===== config.mk =====
export PLATFORM = sky130hd
export DESIGN_NAME = incrementa_n
export DESIGN_NICKNAME = d
export VERILOG_FILES = /design/src/rtl/incrementa_n_pkg.sv /design/src/rtl/incrementa_n_inc_step.sv /design/src/rtl/incrementa_n.sv
export SDC_FILE = /design/constraint.sdc
export NUM_CORES = 1
export LEC_CHECK = 0
export ABC_AREA = 1
export BUFFER_PORTS_ARGS = -buffer_cell sky130_fd_sc_hd__buf_2
export CAP_MARGIN = 15
export CORE_MARGIN = 4
export CORE_UTILIZATION = 55
export CTS_BUF_LIST = sky130_fd_sc_hd__clkbuf_8
export DETAILED_ROUTE_END_ITERATION = 6
export GPL_ROUTABILITY_DRIVEN = 1
export HOLD_SLACK_MARGIN = 0.02
export PLACE_DENSITY = 0.79
export SLEW_MARGIN = 20
export SYNTH_ARGS = -nofsm -noshare
export SYNTH_HDL_FRONTEND = slang
export SYNTH_HIERARCHICAL = 1
export SYNTH_SLANG_ARGS = --single-unit

===== constraint.sdc =====
create_clock -name clk -period 3.55 [get_ports clk]
set_input_delay 0 -clock clk [delete_from_list [all_inputs] [get_ports clk]]
set_output_delay 0 -clock clk [all_outputs]
set_load 0.03 [all_outputs]

===== src/rtl/incrementa_n_pkg.sv =====
// +----------------------------------------------------------------------------+
// | incrementa_n_pkg : FSM states, step-mode codes and widths for incrementa_n |
// | Revision: 1.0                                                              |
// +----------------------------------------------------------------------------+
`default_nettype none

package incrementa_n_pkg;

  typedef enum logic [1:0] {
    IDLE = 2'd0,
    RUN  = 2'd1,
    FIN  = 2'd2
  } state_e;

  typedef logic [1:0] mode_t;

  localparam mode_t MODE_PASS = 2'b00;
  localparam mode_t MODE_INC1 = 2'b01;
  localparam mode_t MODE_DEC1 = 2'b10;
  localparam mode_t MODE_INC2 = 2'b11;

  localparam int STEPS_W = 4;

endpackage : incrementa_n_pkg

`default_nettype wire


===== src/rtl/incrementa_n_inc_step.sv =====
// +----------------------------------------------------------------------------+
// | inc_step : one combinational step of the accumulator (pass/+1/-1/+2)       |
// | Revision: 1.0                                                              |
// +----------------------------------------------------------------------------+
`default_nettype none

module inc_step
  import incrementa_n_pkg::*;
#(
  parameter int WIDTH = 8,
  parameter bit SAT   = 1'b0
) (
  input  logic [WIDTH-1:0] acc_i,
  input  mode_t            mode_i,
  output logic [WIDTH-1:0] next_o,
  output logic             cy_o
);

  logic [WIDTH-1:0] w_addend;
  logic [WIDTH:0]   w_sum;
  logic [WIDTH:0]   w_diff;
  logic             w_ovf;
  logic             w_unf;
  logic [WIDTH-1:0] w_ovf_val;
  logic [WIDTH-1:0] w_unf_val;

  assign w_addend = (mode_i == MODE_INC2) ? WIDTH'(2) : WIDTH'(1);
  assign w_sum    = {1'b0, acc_i} + {1'b0, w_addend};
  assign w_diff   = {1'b0, acc_i} - (WIDTH+1)'(1);
  assign w_ovf    = w_sum[WIDTH];
  assign w_unf    = w_diff[WIDTH];

  // Value taken when the step leaves the representable range.
  generate
    if (SAT) begin : g_sat
      assign w_ovf_val = '1;
      assign w_unf_val = '0;
    end else begin : g_wrap
      assign w_ovf_val = w_sum[WIDTH-1:0];
      assign w_unf_val = w_diff[WIDTH-1:0];
    end
  endgenerate

  always_comb begin
    next_o = acc_i;
    cy_o   = 1'b0;
    case (mode_i)
      MODE_INC1, MODE_INC2: begin
        next_o = w_ovf ? w_ovf_val : w_sum[WIDTH-1:0];
        cy_o   = w_ovf;
      end
      MODE_DEC1: begin
        next_o = w_unf ? w_unf_val : w_diff[WIDTH-1:0];
        cy_o   = w_unf;
      end
      default: begin
        next_o = acc_i;
        cy_o   = 1'b0;
      end
    endcase
  end

endmodule : inc_step

`default_nettype wire


===== src/rtl/incrementa_n.sv =====
// +----------------------------------------------------------------------------+
// | incrementa_n : captures an operand (+carry-in) then applies N step ops     |
// | Revision: 1.0                                                              |
// +----------------------------------------------------------------------------+
`default_nettype none

module incrementa_n
  import incrementa_n_pkg::*;
#(
  parameter int WIDTH = 8,
  parameter bit SAT   = 1'b0
) (
  input  logic               clk,
  input  logic               rst_n,
  input  logic [WIDTH-1:0]   A,
  input  logic [WIDTH-1:0]   B,
  input  logic               flag,
  input  logic [1:0]         select,
  input  logic               Ci,
  input  logic [STEPS_W-1:0] steps,
  input  logic               start,
  output logic               busy,
  output logic               done,
  output logic [WIDTH-1:0]   O,
  output logic               Co
);

  state_e               state_q, state_d;
  logic [WIDTH-1:0]     acc_q, acc_d;
  logic [STEPS_W-1:0]   cnt_q, cnt_d;
  mode_t                mode_q, mode_d;
  logic                 co_int_q, co_int_d;
  logic [WIDTH-1:0]     o_q, o_d;
  logic                 co_q, co_d;
  logic                 done_q, done_d;

  logic                 w_accept;
  logic [WIDTH-1:0]     w_operand;
  logic [WIDTH:0]       w_cap;
  logic [WIDTH-1:0]     w_step_val;
  logic                 w_step_cy;

  // The done cycle itself still rejects start; the next idle cycle accepts it.
  assign w_accept  = (state_q == IDLE) && start && !done_q;
  assign w_operand = flag ? B : A;
  assign w_cap     = {1'b0, w_operand} + {{WIDTH{1'b0}}, Ci};

  inc_step #(
    .WIDTH (WIDTH),
    .SAT   (SAT)
  ) u_step (
    .acc_i  (acc_q),
    .mode_i (mode_q),
    .next_o (w_step_val),
    .cy_o   (w_step_cy)
  );

  always_ff @(posedge clk or negedge rst_n) begin
    if (!rst_n) begin
      state_q  <= IDLE;
      acc_q    <= '0;
      cnt_q    <= '0;
      mode_q   <= MODE_PASS;
      co_int_q <= 1'b0;
      o_q      <= '0;
      co_q     <= 1'b0;
      done_q   <= 1'b0;
    end else begin
      state_q  <= state_d;
      acc_q    <= acc_d;
      cnt_q    <= cnt_d;
      mode_q   <= mode_d;
      co_int_q <= co_int_d;
      o_q      <= o_d;
      co_q     <= co_d;
      done_q   <= done_d;
    end
  end

  always_comb begin
    state_d = state_q;
    case (state_q)
      IDLE: begin
        if (w_accept) begin
          state_d = (steps == '0) ? FIN : RUN;
        end
      end
      RUN: begin
        if (cnt_q == STEPS_W'(1)) begin
          state_d = FIN;
        end
      end
      FIN:     state_d = IDLE;
      default: state_d = IDLE;
    endcase
  end

  always_comb begin
    acc_d    = acc_q;
    cnt_d    = cnt_q;
    mode_d   = mode_q;
    co_int_d = co_int_q;
    o_d      = o_q;
    co_d     = co_q;
    done_d   = 1'b0;
    case (state_q)
      IDLE: begin
        if (w_accept) begin
          acc_d    = w_cap[WIDTH-1:0];
          mode_d   = select;
          cnt_d    = steps;
          co_int_d = w_cap[WIDTH];
        end
      end
      RUN: begin
        acc_d    = w_step_val;
        cnt_d    = cnt_q - STEPS_W'(1);
        co_int_d = co_int_q | w_step_cy;
      end
      FIN: begin
        o_d    = acc_q;
        co_d   = co_int_q;
        done_d = 1'b1;
      end
      default: begin
        done_d = 1'b0;
      end
    endcase
  end

  always_comb begin
    busy = (state_q != IDLE);
    done = done_q;
    O    = o_q;
    Co   = co_q;
  end

endmodule : incrementa_n

`default_nettype wire


==> results.py, run 1 <==
metrics = {
    "timing": {
        "worst_slew_margin_pct": 59.08,
        "final_max_slew_viol_count": 0,
        "fin_skew_ps": 3.790,
        "tightest_slew_ps": 613.8,
        "fmaxAchievable_mhz": 483.5,
        "setup_repair_after_global_routing_missed_its_margin": "no",
        "report.final.setup_viol": 0,
        "fin_crit_ps": 2068,
        "finalHoldViolations": 0,
        "period_share_pct": 58.26,
        "setup-tns-final_ps": 0,
        "timing.hold.ws_ps": 31.17,
    },
    "floorplan": {
        "floorplan.core_area_um2": 3416,
        "chipHeight_um": 68.26,
        "io_pins": 38,
        "start_util_pct": 58.46,
        "die_area_um2": 4659,
        "die-width_um": 68.26,
        "num_rows": 21,
    },
    "routing": {
        "drt-wirelength-per-cell_um": 11.40,
        "viasPerCell": 4.972,
        "drtAntennaViolNets": 0,
        "vias": 1924,
        "drt-initial-drc-count": 106,
        "drc": 0,
        "detailed_routing_iteration_count_for_the_pre_antenna_repair_pass": 4,
        "finalWirelength_um": 4410,
    },
    "placed_design": {
        "place_area_um2": 2200,
        "gp_routability_congestion": 0.8582,
        "place.port_buffers": 37,
        "detailedPlacementHpwl_um": 3440,
    },
    "power": {
        "p_switching_uw": 991.7,
        "internal_power_consumption_uw": 906.1,
        "vdd_drop_max_uv": 344.4,
        "p_sw_share_pct": 52.25,
        "totalPowerFinal_uw": 1898,
        "total_leakage_power_uw": 0.001302,
        "cellPowerDensity_nw_per_um2": 826.6,
        "p_comb_share_pct": 57.5,
        "power.clock.fraction_pct": 9.4,
        "p_seq_share_pct": 33.1,
    },
    "logic_synthesis": {
        "synthArstFlopShare_pct": 100.0,
        "ys_types": 33,
        "synth_top_area_cell": "dfrtp_1",
        "post_synth_instance_area_um2": 1997,
        "synth.most_common_cell": "nand2_1",
        "postSynthRegisterBits": 27,
        "synth_flop_cell": "dfrtp_1",
        "netlist.area_leader.share_pct": 33.83,
        "synthTopCellsByArea": "dfrtp_1, nand2_1, inv_1",
        "synth-edff-count": 0,
        "syn_avg_cell_area_um2": 6.656,
        "yosys_warnings": 6,
        "synth_sequential_area_ratio_pct": 33.83,
        "synthesis.nets": 335,
        "post_synth_inst_count": 300,
        "synth_commonest_cells": "nand2_1, inv_1, dfrtp_1, nor2_1, nand3_1",
    },
    "grt": {
        "grt_start_max_net_pins": 28,
        "overflow": 0,
        "antenna_found_initial": 0,
        "grt_usage_pct": 20.68,
        "first_global_vias": 1724,
        "grt_pass1_wl_um": 7307,
    },
    "clocking": {
        "worst_skew_pair.late_latency_ps": 280,
        "cts_sinks": 27,
        "clk_transition_reported_paths_ps": 90,
        "cts_tree": "yes",
        "cts_buffers": 3,
        "clock-root-buffer": "clkbuf_8",
        "clockBufferDepth": 2,
        "resized_cells_post_cts": 0,
        "clock_tree.htree_level_count": 1,
    },
    "worst_hold_path": {
        "worst_hold_path_type": "input pin to flip-flop",
    },
    "critical_path": {
        "required_ps": 3720,
        "worstPathMaxFanout": 10,
        "startpoint_type": "flip-flop",
        "cp-end-kind": "flip-flop",
        "worst-setup-path-type": "flip-flop to flip-flop",
        "critical_path_arrival_ps": 2240,
    },
    "finish": {
        "fill_cells": 330,
        "syn_to_final_growth_pct": 14.97,
        "post_route_cells_drive_above_1_share_pct": 18.77,
        "finish.utilization_pct": 67.22,
        "nets": 377,
        "stdcell_area_um2": 2296,
        "antenna_cells": 0,
    },
    "outcome": {
        "status": "complete, no violations",
    },
    "flow_run": {
        "max-cap-violations": 0,
    },
}
critical path, stage by stage (launching register included):
cell and delay [ps]:
dfrtp_1 580, nand2_1 120, ha_1 230, fa_1 380, nand2_1 70, inv_1 70, nand2_1 60, nand2_1 50
nand3_1 60, nand3_1 90, a21oi_1 180, a21oi_2 70
sequential cells by signal (all words and copies together), names as in the netlist:
register	count
O	8
done	1
mode_q	2
cnt_q	4
co_int_q	1
state_q	2
Co	1
acc_q	8
path summary, 6_finish.rpt:
path / end / cells after the start / slack, ps / from
worst max-delay path: acc_q[4]$_DFFE_PN0P_ / 11 / 1480 / mode_q[0]$_DFFE_PN0P_
min in group asynchronous: O[4]$_DFFE_PN0P_ / 2 / 260 / rst_n
max in group asynchronous: state_q[1]$_DFFE_PN0P_ / 2 / 2900 / rst_n
worst min-delay path: state_q[1]$_DFFE_PN0P_ / 4 / 30 / steps[3]
worst max register to register: acc_q[4]$_DFFE_PN0P_ / 11 / 1480 / mode_q[0]$_DFFE_PN0P_
worst min register to register: O[4]$_DFFE_PN0P_ / 2 / 470 / O[4]$_DFFE_PN0P_
layout make-up:
class,instances,area [µm²],area share (%)
clock buffers,3,41.29,1.798
repair buffers,42,235.2,10.25
multi-input cells,227,1122,48.88
well taps,46,57.56,2.507
flip-flops and latches,27,675.6,29.43
inverters,41,158.9,6.921
clock inverters,1,5.005,0.2180
stage by stage:
step,setup WS [ps],std cells
floorplan,1753,300
global placement,1564,378
detailed placement,1528,378
CTS,1499,387
global route,1309,387
finish,1482,387
cells in the final DEF, fill, tap and decap left out, drive strengths merged, types with 2 or more instances in the layout:
cell         netlist  layout
nand4              3       3
dfrtp             27      27
nor2              29      29
nand3b             2       2
ha                 7       7
a21oi              7       7
clkbuf             0       3
nand3             21      21
inv               41      41
nand2            125     125
dlygate4sd3        0       5
xor2               3       3
nor3               3       3
o21ai             19      19
a31oi              2       2
buf                5      37
a22oi              2       2
power groups by stage:
stage | clock network (µW) | logic [µW] | registers [µW]
after global routing | 194 | 1250 | 653
after detailed placement | 0 | 1080 | 631
final | 179 | 1090 | 629
after CTS | 181 | 1090 | 626
after floorplan | 0 | 791 | 683
after global placement | 0 | 1060 | 629
routing by layer:
layer / part of all wire (%) / GRT usage [%] / vias to the layer above
met2: 46 / 35.98 / 59
met3: 5.9 / 2.627 / 5
met1: 46 / 25.84 / 843
met5: 0 / 0 / -
met4: 1.4 / 7.940 / 0
li1: - / - / 1017
cell families (layout without fill, tap and decap cells):
logic type                 Yosys count  in the layout  share of synthesized area [%]
xor gates and xnor gates             3              3                          1.316
DFF                                 27             27                          33.83
adders and majority gates            8              8                          5.388
AOI/OAI and AO/OA                   32             32                          8.960
buffers and inverters               46             87                          9.962
and+or+nand+nor                    184            184                          40.54
timing repair:
item	4_1_cts	5_1_grt
hold buffers	5	0
endpoints found under the hold margin	31	0
setup buffers	0	0
(Power assumes the default switching activity.)
==> run 2, diff against run 1 <==
==> constraint.sdc (replaced) <==
create_clock -name clk -period 2.05 [get_ports clk]
set_input_delay 0 -clock clk [delete_from_list [all_inputs] [get_ports clk]]
set_output_delay 0 -clock clk [all_outputs]
set_load 0.03 [all_outputs]
==> run 2 against run 1 <==
Worst hold slack improved by 3.4 ps. Clock skew fell by 1.2 ps. Utilization rose by 0.37 points. Highest routed layer unchanged.
==> results.py, run 2 (synthesis results as in run 1) <==
metrics = {
    "critical_path": {
        "worst-setup-path-type": "flip-flop to flip-flop",
        "worstPathMaxFanout": 6,
        "required_ps": 2220,
        "startpoint_type": "flip-flop",
        "cp-end-kind": "flip-flop",
        "worst-r2r-cell-count": 12,
        "critical_path_arrival_ps": 2000,
    },
    "timing": {
        "tightest_slew_ps": 599.0,
        "setup-tns-final_ps": 0,
        "setup_ws_post_layout_ps": 214.2,
        "finalHoldViolations": 0,
        "final_max_slew_viol_count": 0,
        "worst_slew_margin_pct": 60.07,
        "report.final.setup_viol": 0,
        "setup_repair_after_global_routing_missed_its_margin": "no",
        "period_share_pct": 89.55,
        "fin_skew_ps": 2.552,
        "fin_crit_ps": 1836,
        "fmaxAchievable_mhz": 544.7,
    },
    "routing": {
        "drtAntennaViolNets": 0,
        "vias": 1929,
        "viasPerCell": 4.959,
        "drc": 0,
        "drt-wirelength-per-cell_um": 10.95,
        "detailed_routing_iteration_count_for_the_pre_antenna_repair_pass": 4,
        "drt-initial-drc-count": 99,
        "finalWirelength_um": 4258,
    },
    "floorplan": {
        "start_util_pct": 58.46,
        "io_pins": 38,
        "chipHeight_um": 68.26,
        "die_area_um2": 4659,
        "floorplan.core_area_um2": 3416,
        "die-width_um": 68.26,
        "num_rows": 21,
    },
    "finish": {
        "antenna_cells": 0,
        "post_route_cells_drive_above_1_share_pct": 19.53,
        "finish.utilization_pct": 67.58,
        "nets": 379,
        "layout_commonest_cell": "nand2_1",
        "mostFrequentLayoutCells": "nand2_1, buf_2, inv_1",
        "syn_to_final_growth_pct": 15.60,
        "stdcell_area_um2": 2308,
    },
    "clocking": {
        "clock-root-buffer": "clkbuf_8",
        "clk_transition_reported_paths_ps": 90,
        "worst_skew_pair.late_latency_ps": 270,
        "cts_buffers": 3,
        "cts_sinks": 27,
        "clock_tree.htree_level_count": 1,
        "cts_tree": "yes",
        "clockBufferDepth": 2,
    },
    "power": {
        "total_leakage_power_uw": 0.001313,
        "vdd_drop_max_uv": 602.2,
        "cellPowerDensity_nw_per_um2": 1429,
    },
    "placed_design": {
        "detailedPlacementHpwl_um": 3413,
        "dp_slack_ps": 256.6,
        "place_area_um2": 2222,
        "gp_routability_congestion": 0.8829,
        "place.port_buffers": 37,
    },
    "flow_run": {
        "max-cap-violations": 0,
    },
    "grt": {
        "overflow": 0,
        "grt_usage_pct": 20.87,
        "grt_pass1_wl_um": 7521,
        "antenna_found_initial": 0,
        "grt_start_max_net_pins": 28,
        "first_global_vias": 1823,
    },
    "worst_hold_path": {
        "worst_hold_path.num_cells": 4,
        "worst_hold_path_type": "input pin to flip-flop",
    },
    "outcome": {
        "status": "complete, no violations",
    },
}
==> run 2: layout make-up <==
| type | instances | area (µm²) |
|---|---|---|
| Clock inverter | 1 | 5.005 |
| Multi-Input combinational cell | 227 | 1122 |
| Sequential cell | 27 | 675.6 |
| Fill cell | 311 | 1107 |
| Timing Repair Buffer | 44 | 247.7 |
| Tap cell | 46 | 57.56 |
| Clock buffer | 3 | 41.29 |
| Inverter | 41 | 158.9 |
==> run 2: worst max-delay path: stages (launching register included) <==
cell and delay [ps]:
dfrtp_1 440, ha_1 250, fa_1 390, nand2_1 70, inv_1 70, nand2_1 100
o21ai_2 50, nand2_1 50, nand2_1 50, nor2_1 90, nor2_1 50, nand2_1 60
nand2_1 40
==> run 2: path summary, 6_finish.rpt <==
path                            slack, ps                     end                  from
worst max-delay path                  210    acc_q[6]$_DFFE_PN0P_  acc_q[0]$_DFFE_PN0P_
worst min-delay path                   30  state_q[1]$_DFFE_PN0P_              steps[3]
worst max register to register        210    acc_q[6]$_DFFE_PN0P_  acc_q[0]$_DFFE_PN0P_
worst min register to register        470        O[0]$_DFFE_PN0P_      O[0]$_DFFE_PN0P_
max in group asynchronous            1400    cnt_q[1]$_DFFE_PN0P_                 rst_n
min in group asynchronous             260    acc_q[2]$_DFFE_PN0P_                 rst_n
==> run 2: per-stage QoR <==
stage / total power [µW] / cells / hold slack (ps)
2_1_floorplan: 2553 / 300 / -295.6
3_3_place_gp: 2954 / 381 / 33.95
3_5_place_dp: 3003 / 381 / 35.97
4_1_cts: 3315 / 389 / 28.18
5_1_grt: 3650 / 389 / 68.70
6_report: 3299 / 389 / 34.61
==> run 2: repair_timing <==
item / in CTS / in global routing
hold buffers: 4 / 0
resized for setup: 0 / 0
hold endpoints to repair: 30 / 0
setup buffers: 0 / 0
==> run 2: report_power, final <==
| part | switching (µW) | internal (µW) | leakage [µW] | total, µW |
|---|---|---|---|---|
| sequential | 251 | 792 | 0.000330 | 1040 |
| combinational | 1290 | 670 | 0.000957 | 1960 |
| clock | 164 | 136 | 0.0000255 | 300 |
==> run 2: per-layer routing <==
layer  up-vias  routed length (µm)  track usage (%)
met1       851                2018            26.91
li1       1020                   -                -
met2        52                1966            35.26
met5         -                   0                0
met3         6                 228            3.284
met4         0                  45            7.196
==> run 3, diff against run 2 <==
--- a/config.mk
+++ b/config.mk
@@ -15,6 +15,7 @@
 export GPL_ROUTABILITY_DRIVEN = 1
 export HOLD_SLACK_MARGIN = 0.02
 export PLACE_DENSITY = 0.79
+export RECOVER_POWER = 50
 export SLEW_MARGIN = 20
 export SYNTH_ARGS = -nofsm -noshare
 export SYNTH_HDL_FRONTEND = slang
==> run 3 against run 2 <==
Setup slack barely moved. First-iteration DRC count did not move. Utilization fell by 0.22 points. Combinational power barely moved. Via count rose by 0.10%. Final area fell by 0.32%. Sequential share of layout area rose by 0.095 points. Highest routed layer unchanged. Count of clock-buffer cells in the layout did not move. Power fell by 0.30%. Fmax barely moved. Critical path depth did not move.
==> results.py, run 3 (synthesis results as in run 1) <==
metrics = {
    "finish": {
        "post_route_cells_drive_above_1_share_pct": 17.78,
        "mostFrequentLayoutCells": "nand2_1, inv_1, buf_2",
        "syn_to_final_growth_pct": 15.23,
        "finish.utilization_pct": 67.36,
        "layout_commonest_cell": "nand2_1",
        "antenna_cells": 0,
        "nets": 379,
        "fill_cells": 315,
    },
    "timing": {
        "worst_slew_margin_pct": 4.307,
        "tightest_slew_ps": 1435,
        "fin_skew_ps": 2.552,
        "setup-tns-final_ps": 0,
        "setup_repair_after_global_routing_missed_its_margin": "no",
        "report.final.setup_viol": 0,
        "period_share_pct": 89.57,
        "fmaxAchievable_mhz": 544.6,
        "final_max_slew_viol_count": 0,
        "fin_crit_ps": 1836,
        "finalHoldViolations": 0,
        "setup_ws_post_layout_ps": 213.8,
    },
    "critical_path": {
        "cp-end-kind": "flip-flop",
        "worstPathMaxFanout": 6,
        "setup.reg_to_reg.worst_slack_ps": 210,
        "worst-setup-path-type": "flip-flop to flip-flop",
        "critical_path_arrival_ps": 2000,
        "required_ps": 2220,
        "startpoint_type": "flip-flop",
        "worst-r2r-cell-count": 12,
    },
    "clocking": {
        "clockBufferDepth": 2,
        "cts_setup_buffers": 0,
        "worst_skew_pair.late_latency_ps": 270,
        "clk_transition_reported_paths_ps": 90,
        "cts_sinks": 27,
        "clock-root-buffer": "clkbuf_8",
        "cts_tree": "yes",
        "resized_cells_post_cts": 0,
        "clock_tree.htree_level_count": 1,
        "cts_buffers": 3,
    },
    "grt": {
        "grt_pass1_wl_um": 7521,
        "grt_start_max_net_pins": 28,
        "overflow": 0,
        "first_global_vias": 1823,
        "grt_usage_pct": 20.87,
        "antenna_found_initial": 0,
    },
    "placed_design": {
        "dp_slack_ps": 256.6,
        "detailedPlacementHpwl_um": 3413,
        "gp_routability_congestion": 0.8829,
        "place.port_buffers": 37,
    },
    "outcome": {
        "status": "complete, no violations",
    },
    "floorplan": {
        "num_rows": 21,
        "start_util_pct": 58.46,
        "die_area_um2": 4659,
        "io_pins": 38,
        "floorplan.core_area_um2": 3416,
        "die-width_um": 68.26,
        "chipHeight_um": 68.26,
    },
    "routing": {
        "finalWirelength_um": 4268,
        "drt-initial-drc-count": 99,
        "viasPerCell": 4.964,
        "drc": 0,
        "drtAntennaViolNets": 0,
        "detailed_routing_iteration_count_for_the_pre_antenna_repair_pass": 4,
        "drt-wirelength-per-cell_um": 10.97,
        "vias": 1931,
    },
    "power": {
        "cellPowerDensity_nw_per_um2": 1430,
        "vdd_drop_max_uv": 602.0,
        "total_leakage_power_uw": 0.001294,
    },
    "flow_run": {
        "max-cap-violations": 0,
    },
    "worst_hold_path": {
        "worst_hold_path.num_cells": 4,
        "worst_hold_path_type": "input pin to flip-flop",
    },
}
run 3: worst paths after layout:
| check | start | to |
|---|---|---|
| worst max-delay path | acc_q[0]$_DFFE_PN0P_ | acc_q[6]$_DFFE_PN0P_ |
| worst min-delay path | steps[3] | state_q[1]$_DFFE_PN0P_ |
| worst max register to register | acc_q[0]$_DFFE_PN0P_ | acc_q[6]$_DFFE_PN0P_ |
| worst min register to register | O[0]$_DFFE_PN0P_ | O[0]$_DFFE_PN0P_ |
| max in group asynchronous | rst_n | cnt_q[1]$_DFFE_PN0P_ |
| min in group asynchronous | rst_n | acc_q[2]$_DFFE_PN0P_ |
run 3: timing repair:
| action | 4_1_cts | 5_1_grt |
|---|---|---|
| hold buffers | 4 | 0 |
| setup endpoints to repair | 0 | 0 |
| endpoints found under the hold margin | 30 | 0 |
run 3: where the power goes:
part	internal (µW)	leakage (µW)	total [µW]	switching (µW)
Combinational	658	0.000938	1950	1290
Clock	136	0.0000255	300	164
Sequential	792	0.000330	1040	252
run 3: critical path: stages, from the launching register on:
cell,delay [ps]
dfrtp_1,440
ha_1,250
fa_1,390
nand2_1,70
inv_1,70
nand2_1,100
o21ai_2,50
nand2_1,50
nand2_1,50
nor2_1,90
nor2_1,50
nand2_1,60
nand2_1,40
run 3: per-layer routing:
metal,track usage [%],part of all wire [%],up-vias
met1,26.91,47,852
met4,7.196,1.1,0
met5,0,0,-
li1,-,-,1020
met3,3.284,5.4,6
met2,35.26,46,53
run 3: per-stage QoR:
| step | area [µm²] | hold WS (ps) | instances | power [µW] |
|---|---|---|---|---|
| after floorplan | 1997 | -295.6 | 300 | 2553 |
| after global placement | 2222 | 33.95 | 381 | 2954 |
| after detailed placement | 2222 | 35.97 | 381 | 3003 |
| after CTS | 2308 | 28.18 | 389 | 3315 |
| after global routing | 2301 | 68.70 | 389 | 3639 |
| final | 2301 | 34.74 | 389 | 3289 |
run 3: area by class of cell:
| type | count | area, µm² | area share, % |
|---|---|---|---|
| Multi-Input combinational cell | 227 | 1122 | 48.78 |
| Clock buffer | 3 | 41.29 | 1.794 |
| Inverter | 41 | 158.9 | 6.906 |
| Timing Repair Buffer | 44 | 240.2 | 10.44 |
| Clock inverter | 1 | 5.005 | 0.2175 |
| Tap cell | 46 | 57.56 | 2.501 |
| Sequential cell | 27 | 675.6 | 29.36 |
